**src/rtl/rapcla_accuracy_ctrl_pkg.sv**
```systemverilog
// Shared definitions for the RAPCLA accuracy controller: mode and state
// encodings, group/level width derivation and the level -> ApproxRCON helper.
package rapcla_accuracy_ctrl_pkg;

  localparam int MAX_GROUPS = 32;

  typedef enum logic [1:0] {
    QM_EXACT = 2'd0,
    QM_FIXED = 2'd1,
    QM_ADAPT = 2'd2,
    QM_RSVD  = 2'd3
  } qmode_e;

  typedef enum logic [1:0] {
    ST_IDLE  = 2'd0,
    ST_EXEC  = 2'd1,
    ST_CHECK = 2'd2,
    ST_RESP  = 2'd3
  } state_e;

  function automatic int groups_of(input int size, input int gsize);
    return size / gsize;
  endfunction

  // LEVEL must represent 0..NGROUPS inclusive.
  function automatic int level_width(input int ngroups);
    return (ngroups < 1) ? 1 : $clog2(ngroups + 1);
  endfunction

  // Level L approximates the L least-significant groups.
  function automatic logic [MAX_GROUPS-1:0] level_mask(input int unsigned level);
    if (level >= MAX_GROUPS) return '1;
    return (MAX_GROUPS'(1) << level) - MAX_GROUPS'(1);
  endfunction

endpackage

```
**src/rtl/rapcla_accuracy_ctrl_adder.sv**
```systemverilog
// RAPCLA_p_v reconfigurable approximate carry look-ahead adder.
// Operands are split into GROUPSIZE-bit groups. An exact group takes the true
// carry from the group below; an approximated group (rcon_i bit set) instead
// predicts its carry-in from the WINDOW bits just below its boundary,
// assuming no carry enters that window. Group 0 approximated ignores cin_i.
module rapcla_accuracy_ctrl_adder #(
  parameter int SIZE      = 16,
  parameter int GROUPSIZE = 8,
  parameter int WINDOW    = 4,
  localparam int NGROUPS  = SIZE / GROUPSIZE
) (
  input  logic [SIZE-1:0]    a_i,
  input  logic [SIZE-1:0]    b_i,
  input  logic               cin_i,
  input  logic [NGROUPS-1:0] rcon_i,
  output logic [SIZE-1:0]    sum_o,
  output logic               cout_o
);

  // Carry leaving each group's ripple chain; index 0 is the adder carry-in.
  logic [NGROUPS:0] c_grp;

  assign c_grp[0] = cin_i;

  for (genvar g = 0; g < NGROUPS; g++) begin : g_grp
    logic                 pred;
    logic [GROUPSIZE:0]   c;

    if (g == 0) begin : g_first
      assign pred = 1'b0;
    end else begin : g_win
      logic [WINDOW:0] w;
      assign w[0] = 1'b0;
      for (genvar k = 0; k < WINDOW; k++) begin : g_k
        localparam int IDX = g * GROUPSIZE - WINDOW + k;
        assign w[k+1] = (a_i[IDX] & b_i[IDX]) | (w[k] & (a_i[IDX] ^ b_i[IDX]));
      end
      assign pred = w[WINDOW];
    end

    assign c[0] = rcon_i[g] ? pred : c_grp[g];

    for (genvar k = 0; k < GROUPSIZE; k++) begin : g_bit
      localparam int BIT = g * GROUPSIZE + k;
      assign sum_o[BIT] = a_i[BIT] ^ b_i[BIT] ^ c[k];
      assign c[k+1]     = (a_i[BIT] & b_i[BIT]) | (c[k] & (a_i[BIT] ^ b_i[BIT]));
    end

    assign c_grp[g+1] = c[GROUPSIZE];
  end

  assign cout_o = c_grp[NGROUPS];

endmodule

```
**src/rtl/rapcla_accuracy_ctrl.sv**
```systemverilog
// Accuracy controller around one RAPCLA adder: accepts add requests, runs them
// exact / fixed-approximate / adaptive, and in adaptive mode re-checks every
// SAMPLE-th op exactly and tunes the approximation level once per epoch.
//
// Handshake: a request transfers on a rising edge where req_valid_i and
// req_ready_o are both high; a response transfers on a rising edge where
// rsp_valid_o and rsp_ready_i are both high. Response outputs stay stable
// while rsp_valid_o is high and rsp_ready_i is low.
module rapcla_accuracy_ctrl
  import rapcla_accuracy_ctrl_pkg::*;
#(
  parameter int SIZE      = 16,
  parameter int GROUPSIZE = 8,
  parameter int WINDOW    = 4,
  parameter int SAMPLE    = 4,
  parameter int EPOCH     = 8,
  parameter int ERR_MAX   = 2,
  localparam int NGROUPS  = groups_of(SIZE, GROUPSIZE),
  localparam int LW       = level_width(NGROUPS)
) (
  input  logic               clk_i,
  input  logic               rst_i,
  input  logic               req_valid_i,
  output logic               req_ready_o,
  input  logic [SIZE-1:0]    a_i,
  input  logic [SIZE-1:0]    b_i,
  input  logic               cin_i,
  input  logic [1:0]         qmode_i,
  input  logic [NGROUPS-1:0] cfg_mask_i,
  output logic               rsp_valid_o,
  input  logic               rsp_ready_i,
  output logic [SIZE-1:0]    sum_o,
  output logic               cout_o,
  output logic [NGROUPS-1:0] approx_used_o,
  output logic [LW-1:0]      level_o,
  output logic [1:0]         dbg_state_o
);

  localparam int SW = (SAMPLE > 1) ? $clog2(SAMPLE) : 1;
  localparam int CW = $clog2(EPOCH + 1);
  localparam logic [SW-1:0] SAMP_LAST = SW'(SAMPLE - 1);

  state_e             state_q;
  qmode_e             mode_q;
  logic [SIZE-1:0]    a_q, b_q, sum_q;
  logic               cin_q, cout_q;
  logic [NGROUPS-1:0] mask_q, used_q;
  logic [LW-1:0]      level_q, level_d;
  logic [SW-1:0]      samp_q;
  logic [CW-1:0]      chk_q, chk_d, err_q, err_d;

  logic [NGROUPS-1:0] rcon, lvl_mask;
  logic [SIZE-1:0]    add_sum;
  logic               add_cout, mismatch, epoch_end;

  assign lvl_mask = NGROUPS'(level_mask(32'(level_q)));

  // Select the adder configuration: exact during the re-check, else by mode.
  always_comb begin
    rcon = '0;
    if (state_q != ST_CHECK) begin
      case (mode_q)
        QM_FIXED: rcon = mask_q;
        QM_ADAPT: rcon = lvl_mask;
        default:  rcon = '0;
      endcase
    end
  end

  rapcla_accuracy_ctrl_adder #(
    .SIZE      (SIZE),
    .GROUPSIZE (GROUPSIZE),
    .WINDOW    (WINDOW)
  ) u_rapcla_p_v (
    .a_i    (a_q),
    .b_i    (b_q),
    .cin_i  (cin_q),
    .rcon_i (rcon),
    .sum_o  (add_sum),
    .cout_o (add_cout)
  );

  // Error/epoch bookkeeping for a CHECK cycle, including the level decision.
  always_comb begin
    mismatch = {add_cout, add_sum} != {cout_q, sum_q};
    err_d    = err_q;
    if (mismatch && (err_q != CW'(EPOCH))) err_d = err_q + CW'(1);
    chk_d     = chk_q + CW'(1);
    epoch_end = (chk_d == CW'(EPOCH));
    level_d   = level_q;
    if (epoch_end) begin
      if (err_d > CW'(ERR_MAX)) begin
        if (level_q != '0) level_d = level_q - LW'(1);
      end else if (err_d == '0) begin
        if (level_q != LW'(NGROUPS)) level_d = level_q + LW'(1);
      end
    end
  end

  // Controller FSM with operand capture, result latching and counters.
  always_ff @(posedge clk_i or posedge rst_i) begin
    if (rst_i) begin
      state_q <= ST_IDLE;
      mode_q  <= QM_EXACT;
      a_q     <= '0;
      b_q     <= '0;
      cin_q   <= 1'b0;
      mask_q  <= '0;
      sum_q   <= '0;
      cout_q  <= 1'b0;
      used_q  <= '0;
      level_q <= '0;
      samp_q  <= '0;
      chk_q   <= '0;
      err_q   <= '0;
    end else begin
      case (state_q)
        ST_IDLE: begin
          if (req_valid_i) begin
            a_q     <= a_i;
            b_q     <= b_i;
            cin_q   <= cin_i;
            mask_q  <= cfg_mask_i;
            mode_q  <= (qmode_i == QM_RSVD) ? QM_EXACT : qmode_e'(qmode_i);
            state_q <= ST_EXEC;
          end
        end
        ST_EXEC: begin
          sum_q  <= add_sum;
          cout_q <= add_cout;
          used_q <= rcon;
          if (mode_q == QM_ADAPT) begin
            samp_q  <= (samp_q == SAMP_LAST) ? '0 : samp_q + SW'(1);
            state_q <= (samp_q == SAMP_LAST) ? ST_CHECK : ST_RESP;
          end else begin
            state_q <= ST_RESP;
          end
        end
        ST_CHECK: begin
          sum_q   <= add_sum;
          cout_q  <= add_cout;
          used_q  <= '0;
          err_q   <= epoch_end ? '0 : err_d;
          chk_q   <= epoch_end ? '0 : chk_d;
          level_q <= level_d;
          state_q <= ST_RESP;
        end
        ST_RESP: begin
          if (rsp_ready_i) state_q <= ST_IDLE;
        end
        default: state_q <= ST_IDLE;
      endcase
    end
  end

  assign req_ready_o   = (state_q == ST_IDLE) && !rst_i;
  assign rsp_valid_o   = (state_q == ST_RESP);
  assign sum_o         = sum_q;
  assign cout_o        = cout_q;
  assign approx_used_o = used_q;
  assign level_o       = level_q;
  assign dbg_state_o   = state_q;

endmodule

```
**config.mk**
```make
export PLATFORM = sky130hd
export DESIGN_NAME = rapcla_accuracy_ctrl
export DESIGN_NICKNAME = d
export VERILOG_FILES = /design/src/rtl/rapcla_accuracy_ctrl_pkg.sv /design/src/rtl/rapcla_accuracy_ctrl_adder.sv /design/src/rtl/rapcla_accuracy_ctrl.sv
export SDC_FILE = /design/constraint.sdc
export NUM_CORES = 1
export LEC_CHECK = 0
export ABC_AREA = 0
export CORE_ASPECT_RATIO = 0.6
export CORE_MARGIN = 2
export CORE_UTILIZATION = 50
export DETAILED_ROUTE_END_ITERATION = 10
export PLACE_DENSITY = 0.82
export RECOVER_POWER = 25
export SLEW_MARGIN = 20
export SYNTH_ARGS = -nofsm -noshare
export SYNTH_HDL_FRONTEND = slang
export SYNTH_SLANG_ARGS = --single-unit
```
**constraint.sdc**
```tcl
create_clock -name clk_i -period 25.2 [get_ports clk_i]
set_input_delay 2.52 -clock clk_i [delete_from_list [all_inputs] [get_ports clk_i]]
set_output_delay 2.52 -clock clk_i [all_outputs]
set_load 0.05 [all_outputs]
```
* After elaboration in Yosys (flattened, before gate mapping)
Cells that the tools add are included.
Word-level totals: word-level logic and storage cells 155, output and inout port bits 25, input port bits 41, register bits 70
Cells by class: reductions and logical operators 14, equal/unequal tests 15, order comparisons 1, shift operators 1, muxes and demuxes 19, bitwise logic cells 86, add/subtract/negate cells 6
Operators by type and width (number):
- $and 1x1->1 | 35
- $xor 1x1->1 | 32
- $or 1x1->1 | 19
- $mux 2 | 9
- $ne 17x17->1 | 1
- $mux 4 | 3
- $eq 2x2->1 const B | 5
- $add 4x1->4 const B | 2
- $pmux 2 s2 | 2
- $pmux 2 s4 | 1
- $reduce_bool 2->1 | 4
- $ne 2x2->1 const B | 3
- $reduce_and 2->1 | 3
- $reduce_and 5->1 | 1
- $add 2x1->2 const B | 2
- $eq 2x1->1 const B | 2
- $eq 4x4->1 const B | 1
- $gt 4x2->1 const B | 1
- $logic_not 4->1 | 1
- $mux 1 | 4
- $ne 2x1->1 const B | 2
- $ne 4x4->1 const B | 1
- $logic_and 1x1->1 | 2
- $logic_not 2->1 | 1
- 5 further kinds | 5

* Logic depth before layout (Yosys ltp)
Gate-level depths: netlist of the first run.
word-level depth 44, depth in mapped cells 32

* Modules after synthesis
Synthesis of the first run repeated with hierarchy kept, for this count alone.
Unflattened totals: cell total of the unflattened synthesis 292, area total of the unflattened synthesis 3702.3 µm²
By module, submodules not included:
- rapcla_accuracy_ctrl | area an instance 3268.1 µm², sequential area each 1751.7 µm², times used 1, cells an instance 256
- rapcla_accuracy_ctrl_adder | area an instance 434.2 µm², sequential area each 0.0 µm², times used 1, cells an instance 36

* Worst setup path before layout of the first run
No wires, ideal clock.
path kind register to register, from register state_q[0] (netlist: dbg_state_o[0]), to register level_q[1] (netlist: level_o[1]), path slack 15.857 ns, required time 25.066 ns, buffers on the path 1, data arrival time 9.209 ns, cell stages (with the launch flop) 33, clock period less this slack 9.343 ns, cells stage by stage dfrtp_1 inv_1 ha_1 clkbuf_1 a211o_1 nand2_1 fa_1 fa_1 fa_1 fa_1 fa_1 fa_1 fa_1 o21ai_0 a21oi_1 fa_1 fa_1 fa_1 fa_1 fa_1 fa_1 inv_1 fa_1 inv_1 fa_1 xnor2_1 or4_1 or4_4 o21a_4 mux2_4 nor4b_1 nand2_1 o211ai_1
On the way: cells in the longest elaborated chain, start to end 42, elaborated cells on any way between the ends 63, classes of those cells order compare: 1; eq/ne: 4; mux: 5; bitwise: 48; reduce/logical: 5
RTL lines:
- from (decl) | RTL line rapcla_accuracy_ctrl.sv:43 | state_e state_q;
- from (signal assigned) | RTL line rapcla_accuracy_ctrl.sv:134 | state_q <= (samp_q == SAMP_LAST) ? ST_CHECK : ST_RESP;
- $ne 2x2->1 | RTL line rapcla_accuracy_ctrl.sv:61 | if (state_q != ST_CHECK) begin
- $mux 2 | RTL line rapcla_accuracy_ctrl.sv:61
- $mux 1 | RTL line rapcla_accuracy_ctrl_adder.sv:41 | assign c[0] = rcon_i[g] ? pred : c_grp[g];
- $and 1x1->1 | RTL line rapcla_accuracy_ctrl_adder.sv:46 | assign c[k+1] = (a_i[BIT] & b_i[BIT]) | (c[k] & (a_i[BIT] ^ b_i[BIT]));
- $or 1x1->1 | RTL line rapcla_accuracy_ctrl_adder.sv:46
- $and 1x1->1 | RTL line rapcla_accuracy_ctrl_adder.sv:46
- $or 1x1->1 | RTL line rapcla_accuracy_ctrl_adder.sv:46
- $and 1x1->1 | RTL line rapcla_accuracy_ctrl_adder.sv:46
- (+26 left out)
- $and 1x1->1 | RTL line rapcla_accuracy_ctrl_adder.sv:46
- $or 1x1->1 | RTL line rapcla_accuracy_ctrl_adder.sv:46
- $ne 17x17->1 | RTL line rapcla_accuracy_ctrl.sv:85 | mismatch = {add_cout, add_sum} != {cout_q, sum_q};
- $logic_and 1x1->1 | RTL line rapcla_accuracy_ctrl.sv:87 | if (mismatch && (err_q != CW'(EPOCH))) err_d = err_q + CW'(1);
- $mux 4 | RTL line rapcla_accuracy_ctrl.sv:87
- $gt 4x2->1 / $logic_not 4->1 (equally long branches) | RTL line rapcla_accuracy_ctrl.sv:92, rapcla_accuracy_ctrl.sv:94
- $ne 2x1->1 (no source line) / $reduce_bool 2->1 (equally long branches)
- $reduce_and 5->1 (no source line)
- to (signal assigned) | RTL line rapcla_accuracy_ctrl.sv:145 | level_q <= level_d;
- to (decl) | RTL line rapcla_accuracy_ctrl.sv:48 | logic [LW-1:0] level_q, level_d;
Several ways; a longest one is shown, not always the timed one. A chain may end at the register's enable or synchronous reset.

* Final worst setup path of the first run
from register state_q[0] (netlist: dbg_state_o[0]), to register level_q[0] (netlist: level_o[0])
Same word-level chain as after synthesis.

==> flow_summary.ini, run 1 <==
[run_status]
status = finished, violations left
failed_checks = capacitance limit, slew limit

[die]
initial_utilization = 0.5227
dieArea_sq_um = 8399
rows = 24
io_pins = 66
die_w_um = 117.0
core_sq_um = 7327
die_h_um = 71.80

[placed_design]
detailed_place_hpwl_mm = 5.904
numPortBuffers = 65
place.gp.congestion = 0.8088
dp.cells = 499

[setup_path]
critical_path_class = flop to flop
crit_path_max_incr_delay_ps = 550
crit_path_frequent_cell = fa_1
worstPathRequired_ps = 25460
worst-path-max-fanout = 11
cp-start-kind = flop
startpoint = dbg_state_o[0]
critPathArrivalTime_ps = 9960
slowest_stage = or4_4
cp-end-kind = flop
r2r-start = dbg_state_o[0]
reg2reg_setup_slack_ps = 15500

[global_routing]
grt-ovfl-total = 0
antenna_found_initial = 0
first_global_vias = 2793
grt_use_total = 0.2131
grt_pass1_wl_mm = 13.46
grt_max_degree = 71

[timing]
clock.fmax_mhz = 103.1
slew_headroom = -1.494
fin_crit_sh = 0.3848
worst_slew_pin_slew_ps = 3742
rsz0062_at_grt = no
drv_slew = 111
finalSetupViolations = 0
hold_viol = 0
fin_crit_ps = 9697
setup_tns_ps = 0
finalClockSkew_ps = 5.405

[min_path]
min_from = a_q[10]
min_path_type = flop to flop

[final_layout]
antenna-diode-count = 0
regArea_sq_um = 1752
synthToLayoutAreaGrowth_pct = 27.12
fillers = 593
layout-drive-gt1-share = 0.1439
fin_nets = 477
multi_input_area_sq_um = 1832
final_cells = 514

[yosys]
synthAdderAreaFrac = 0.1274
synthesis.area_sq_um = 3830
synth_top_area_frac = 0.4574
synth_edf_count = 0
yosys.area_share.simple = 0.08004
syn_nets = 409
synthArstFlopShare = 1.000
synth.area.top_cells = dfrtp_1 (46%), mux2_2 (12%), fa_1 (7.8%)
synth_seq_area_share = 0.4574
syn_inst = 338
synth_top_family_by_area = multiplexers
synthMuxAreaShare = 0.1607
synth_cell_type_count = 39
syn_avg_cell_area_sq_um = 11.33
synth-seq-cells = 70
synth_xor_area_frac = 0.04574
yosysWarnings = 0
synth_top_area_cell = dfrtp_1
synth_flop_cell = dfrtp_1
synth_compound_area_frac = 0.06436

[cts]
cts_hold_buf = 0
cts_sinks = 70
root_buffer = clkbuf_16
htree_levels = 3
clk_latency_ps = 330
numCtsBuffers = 9
path_clk_slew_ps = 60
cts_resized = 0
cts_tree = yes
cts_buffer_depth = 2
post-cts-setup-buffer-count = 0

[routing]
drtPass1Iterations = 5
vias = 2659
drc = 0
postRouteAntennaNets = 0
drtIter0Drc = 211
vias_per_cell = 5.173
wl_per_cell_um = 15.66
wirelength_mm = 8.047

[job]
timing.max_cap.violations = 2
worst max-delay path: cells and delay by family (launching register included):
kind | cells | cell delay, ps
xor+xnor | 1 | 160
flops | 1 | 410
buf+inv | 3 | 290
simple gates | 5 | 1610
fa+ha+maj | 16 | 6200
compound gates | 6 | 960
registers in the layout (all words and copies together), names as in the netlist, 2 cells and up:
| name | count |
|---|---|
| b_q | 16 |
| chk_q | 4 |
| dbg_state_o | 2 |
| samp_q | 2 |
| a_q | 16 |
| approx_used_o | 2 |
| mode_q | 2 |
| mask_q | 2 |
| err_q | 4 |
| level_o | 2 |
| sum_o | 16 |
through the flow:
stage                       util  worst slack [ps]  hold WS, ps  cell area (sq um)
after floorplan                -             15860        475.3               3830
final                     0.6644             15500        505.3               4868
after global routing      0.6644             15030        515.2               4868
after global placement    0.6259             15840        489.5               4586
after CTS                 0.6655             15510        505.9               4876
after detailed placement  0.6259             15600        493.5               4586
metal layers:
layer	vias up	track usage	routed length (um)
met3	7	0.05330	431
met5	-	0	0
li1	1255	-	-
met1	1308	0.2950	3757
met2	89	0.3372	3770
met4	0	0.06144	88
area by class of cell:
type,count,share of cell area
clock buffers,11,0.04986
inverters,55,0.04241
well taps,104,0.02673
multi-input cells,203,0.3763
repair buffers,67,0.1352
clock inverters,4,0.009766
flip-flops and latches,70,0.3598
logic make-up (layout without fill, tap and decap cells):
| family | after synthesis | count (layout) |
|---|---|---|
| DFF | 70 | 70 |
| and+or+nand+nor | 60 | 60 |
| muxes | 56 | 56 |
| adders and majority gates | 30 | 30 |
| buffers and inverters | 65 | 137 |
| AOI/OAI and AO/OA | 37 | 37 |
| xor gates and xnor gates | 20 | 20 |
synth_stat cells, types with 2 or more instances:
cell	number
or3_1	2
a22oi_1	3
xnor2_1	10
a21o_1	2
nand2_1	22
nand4_1	5
xor2_1	10
mux2i_1	15
a32o_1	2
nor2_1	9
dfrtp_1	70
a21oi_1	6
clkbuf_1	6
nor4_1	2
nand4b_1	2
mux2_2	40
nand3b_1	2
o21ai_0	15
inv_1	55
fa_1	15
or4_1	2
nor3_1	3
nand2b_1	2
clkbuf_2	2
o211ai_1	2
buf_1	2
ha_1	15
nor2b_1	3
nand3_1	4
worst paths after layout:
kind,endpoint,cells past startpoint
worst min-delay path,a_q[10],1
min in group asynchronous,dbg_state_o[0],3
worst max-delay path,level_o[0],31
max in group asynchronous,b_q[10],3
worst max register to register,level_o[0],31
worst min register to register,a_q[10],1
cells in the final DEF, fill, tap and decap left out, types with 3 or more instances in the layout:
master           instances
clkdlybuf4s50_1         63
nor2b_1                  3
nand3_1                  4
mux2i_1                 15
xor2_1                  10
a21oi_1                  6
nor3_1                   3
nand2_1                 22
o21ai_0                 15
a22oi_1                  3
xnor2_1                 10
inv_1                   54
nand4_1                  5
mux2_2                  40
clkbuf_16                9
nor2_1                   9
fa_1                    15
ha_1                    15
clkbuf_1                 3
dfrtp_1                 70
Power of run 1 is left out: the tool's default activity adds up to more than one toggle a clock period on the data nets, which glitch-free logic cannot reach.
==> inputs of run 2 (changes only) <==
CORE_UTILIZATION = 48   (was 50)
clock period = 8.77 ns   (was 25.2 ns; I/O delays follow)
==> flow_summary.ini, run 2 (synthesis gave the netlist of run 1 again) <==
[die]
initial_utilization = 0.4898
core_sq_um = 7820
rows = 25
dieArea_sq_um = 8733
die_w_um = 119.3
die_h_um = 73.19
io_pins = 66

[timing]
fin_ws_ps = 63.61
finalClockSkew_ps = 3.495
rsz0062_at_grt = yes
fin_crit_sh = 0.9927
worst_slew_pin_slew_ps = 1160
hold-worst-slack_ps = 500.5
hold_viol = 0
drv_slew = 0
finalSetupViolations = 0
fin_crit_ps = 8706
slew_headroom = 0.2263
clock.fmax_mhz = 114.9

[global_routing]
antenna_found_initial = 0
grt_use_total = 0.2123
grt_max_degree = 71
grt_pass1_wl_mm = 13.83
grt-ovfl-total = 0
first_global_vias = 2823

[cts]
path_clk_slew_ps = 50
clk_latency_ps = 340
cts_hold_buf = 0
cts_tree = yes
numCtsBuffers = 9
root_buffer = clkbuf_16
htree_levels = 3
cts_sinks = 70
cts_buffer_depth = 2

[min_path]
min_path_type = flop to flop

[final_layout]
layout-drive-gt1-share = 0.2357
synthToLayoutAreaGrowth_pct = 32.24
mostFrequentLayoutCells = dfrtp_1 (68), clkdlybuf4s50_1 (65), inv_1 (50)
fin_nets = 486
antenna-diode-count = 0
mostFrequentLayoutCell = dfrtp_1

[placed_design]
detailed_place_hpwl_mm = 6.016
place.gp.congestion = 0.8484
numPortBuffers = 65
dp_slack_ps = -77.34

[routing]
drtIter0Drc = 165
postRouteAntennaNets = 0
drtPass1Iterations = 4
wl_per_cell_um = 16.29
drc = 0
wirelength_mm = 8.600
vias = 2695
vias_per_cell = 5.104

[setup_path]
worstPathRequired_ps = 8980
critPathArrivalTime_ps = 8920
worst-path-max-fanout = 4
critical_path_class = flop to flop
slowest_stage = or4_4
crit_path_frequent_cell = fa_2
cp-start-kind = flop
crit_path_max_incr_delay_ps = 570
cp-end-kind = flop

[job]
timing.max_cap.violations = 0

[run_status]
status = finished, final reports clean
## run 2: changes by cell type in the layout (fill, tap and decap cells not counted), moves of 4 or more
cell	previous run	this run
buf_4	0	11
fa_1	15	0
fa_2	0	15
inv_1	54	50
inv_2	0	5
o21ai_0	15	10
o21ai_1	0	4
## run 2: path summary, 6_finish.rpt
kind	from	end	slack, ps	cells after the start
max in group asynchronous	rst_i	level_o[1]	6990	3
min in group asynchronous	rst_i	mask_q[0]	1160	3
min reg2reg	b_q[15]	b_q[15]	500	1
max	mode_q[1]	level_o[1]	60	32
min	b_q[15]	b_q[15]	500	1
max reg2reg	mode_q[1]	level_o[1]	60	32
## run 2: what timing repair did
action                                  4_1_cts  5_1_grt
endpoints found under the setup margin        2        3
gates resized for setup                      11       13
pin swaps                                     5        6
buffers inserted                              1        3
endpoints found under the hold margin         0        0
## run 2: stage by stage
stage | std cells | util | cell area [sq um] | setup TNS, ps
finish | 528 | 0.6477 | 5065 | 0
global route | 528 | 0.6477 | 5065 | -317.9
CTS | 525 | 0.6398 | 5004 | 0
detailed placement | 508 | 0.5949 | 4652 | -151.9
global placement | 508 | 0.5949 | 4652 | 0
floorplan | 338 | - | 3864 | 0
## run 2: critical path, delay by kind of cell, from the launching register on
family                   cells  cell delay (ps)
AO/OA/AOI/OAI                5              740
XOR/XNOR                     1              150
adder cells (fa/ha/maj)     16             5310
buffers and inverters        3              180
flip-flops                   1              420
multiplexers                 1              320
AND/OR/NAND/NOR              6             1460
## run 2: area by class of cell
cell class                      instances  area, sq um
Fill cell                             594         2755
Inverter                               55        206.4
Timing Repair Buffer                   76        733.2
Clock inverter                          4        70.07
Sequential cell                        70         1754
Clock buffer                           12        246.5
Tap cell                              108        135.1
Multi-Input combinational cell        203         1919
## run 2: metal layers
layer	track usage	routed length (um)
met2	0.3474	4068
met3	0.07578	547
met4	0.07059	122
met1	0.2680	3862
met5	0	0
Power of run 2 is left out for the same reason.
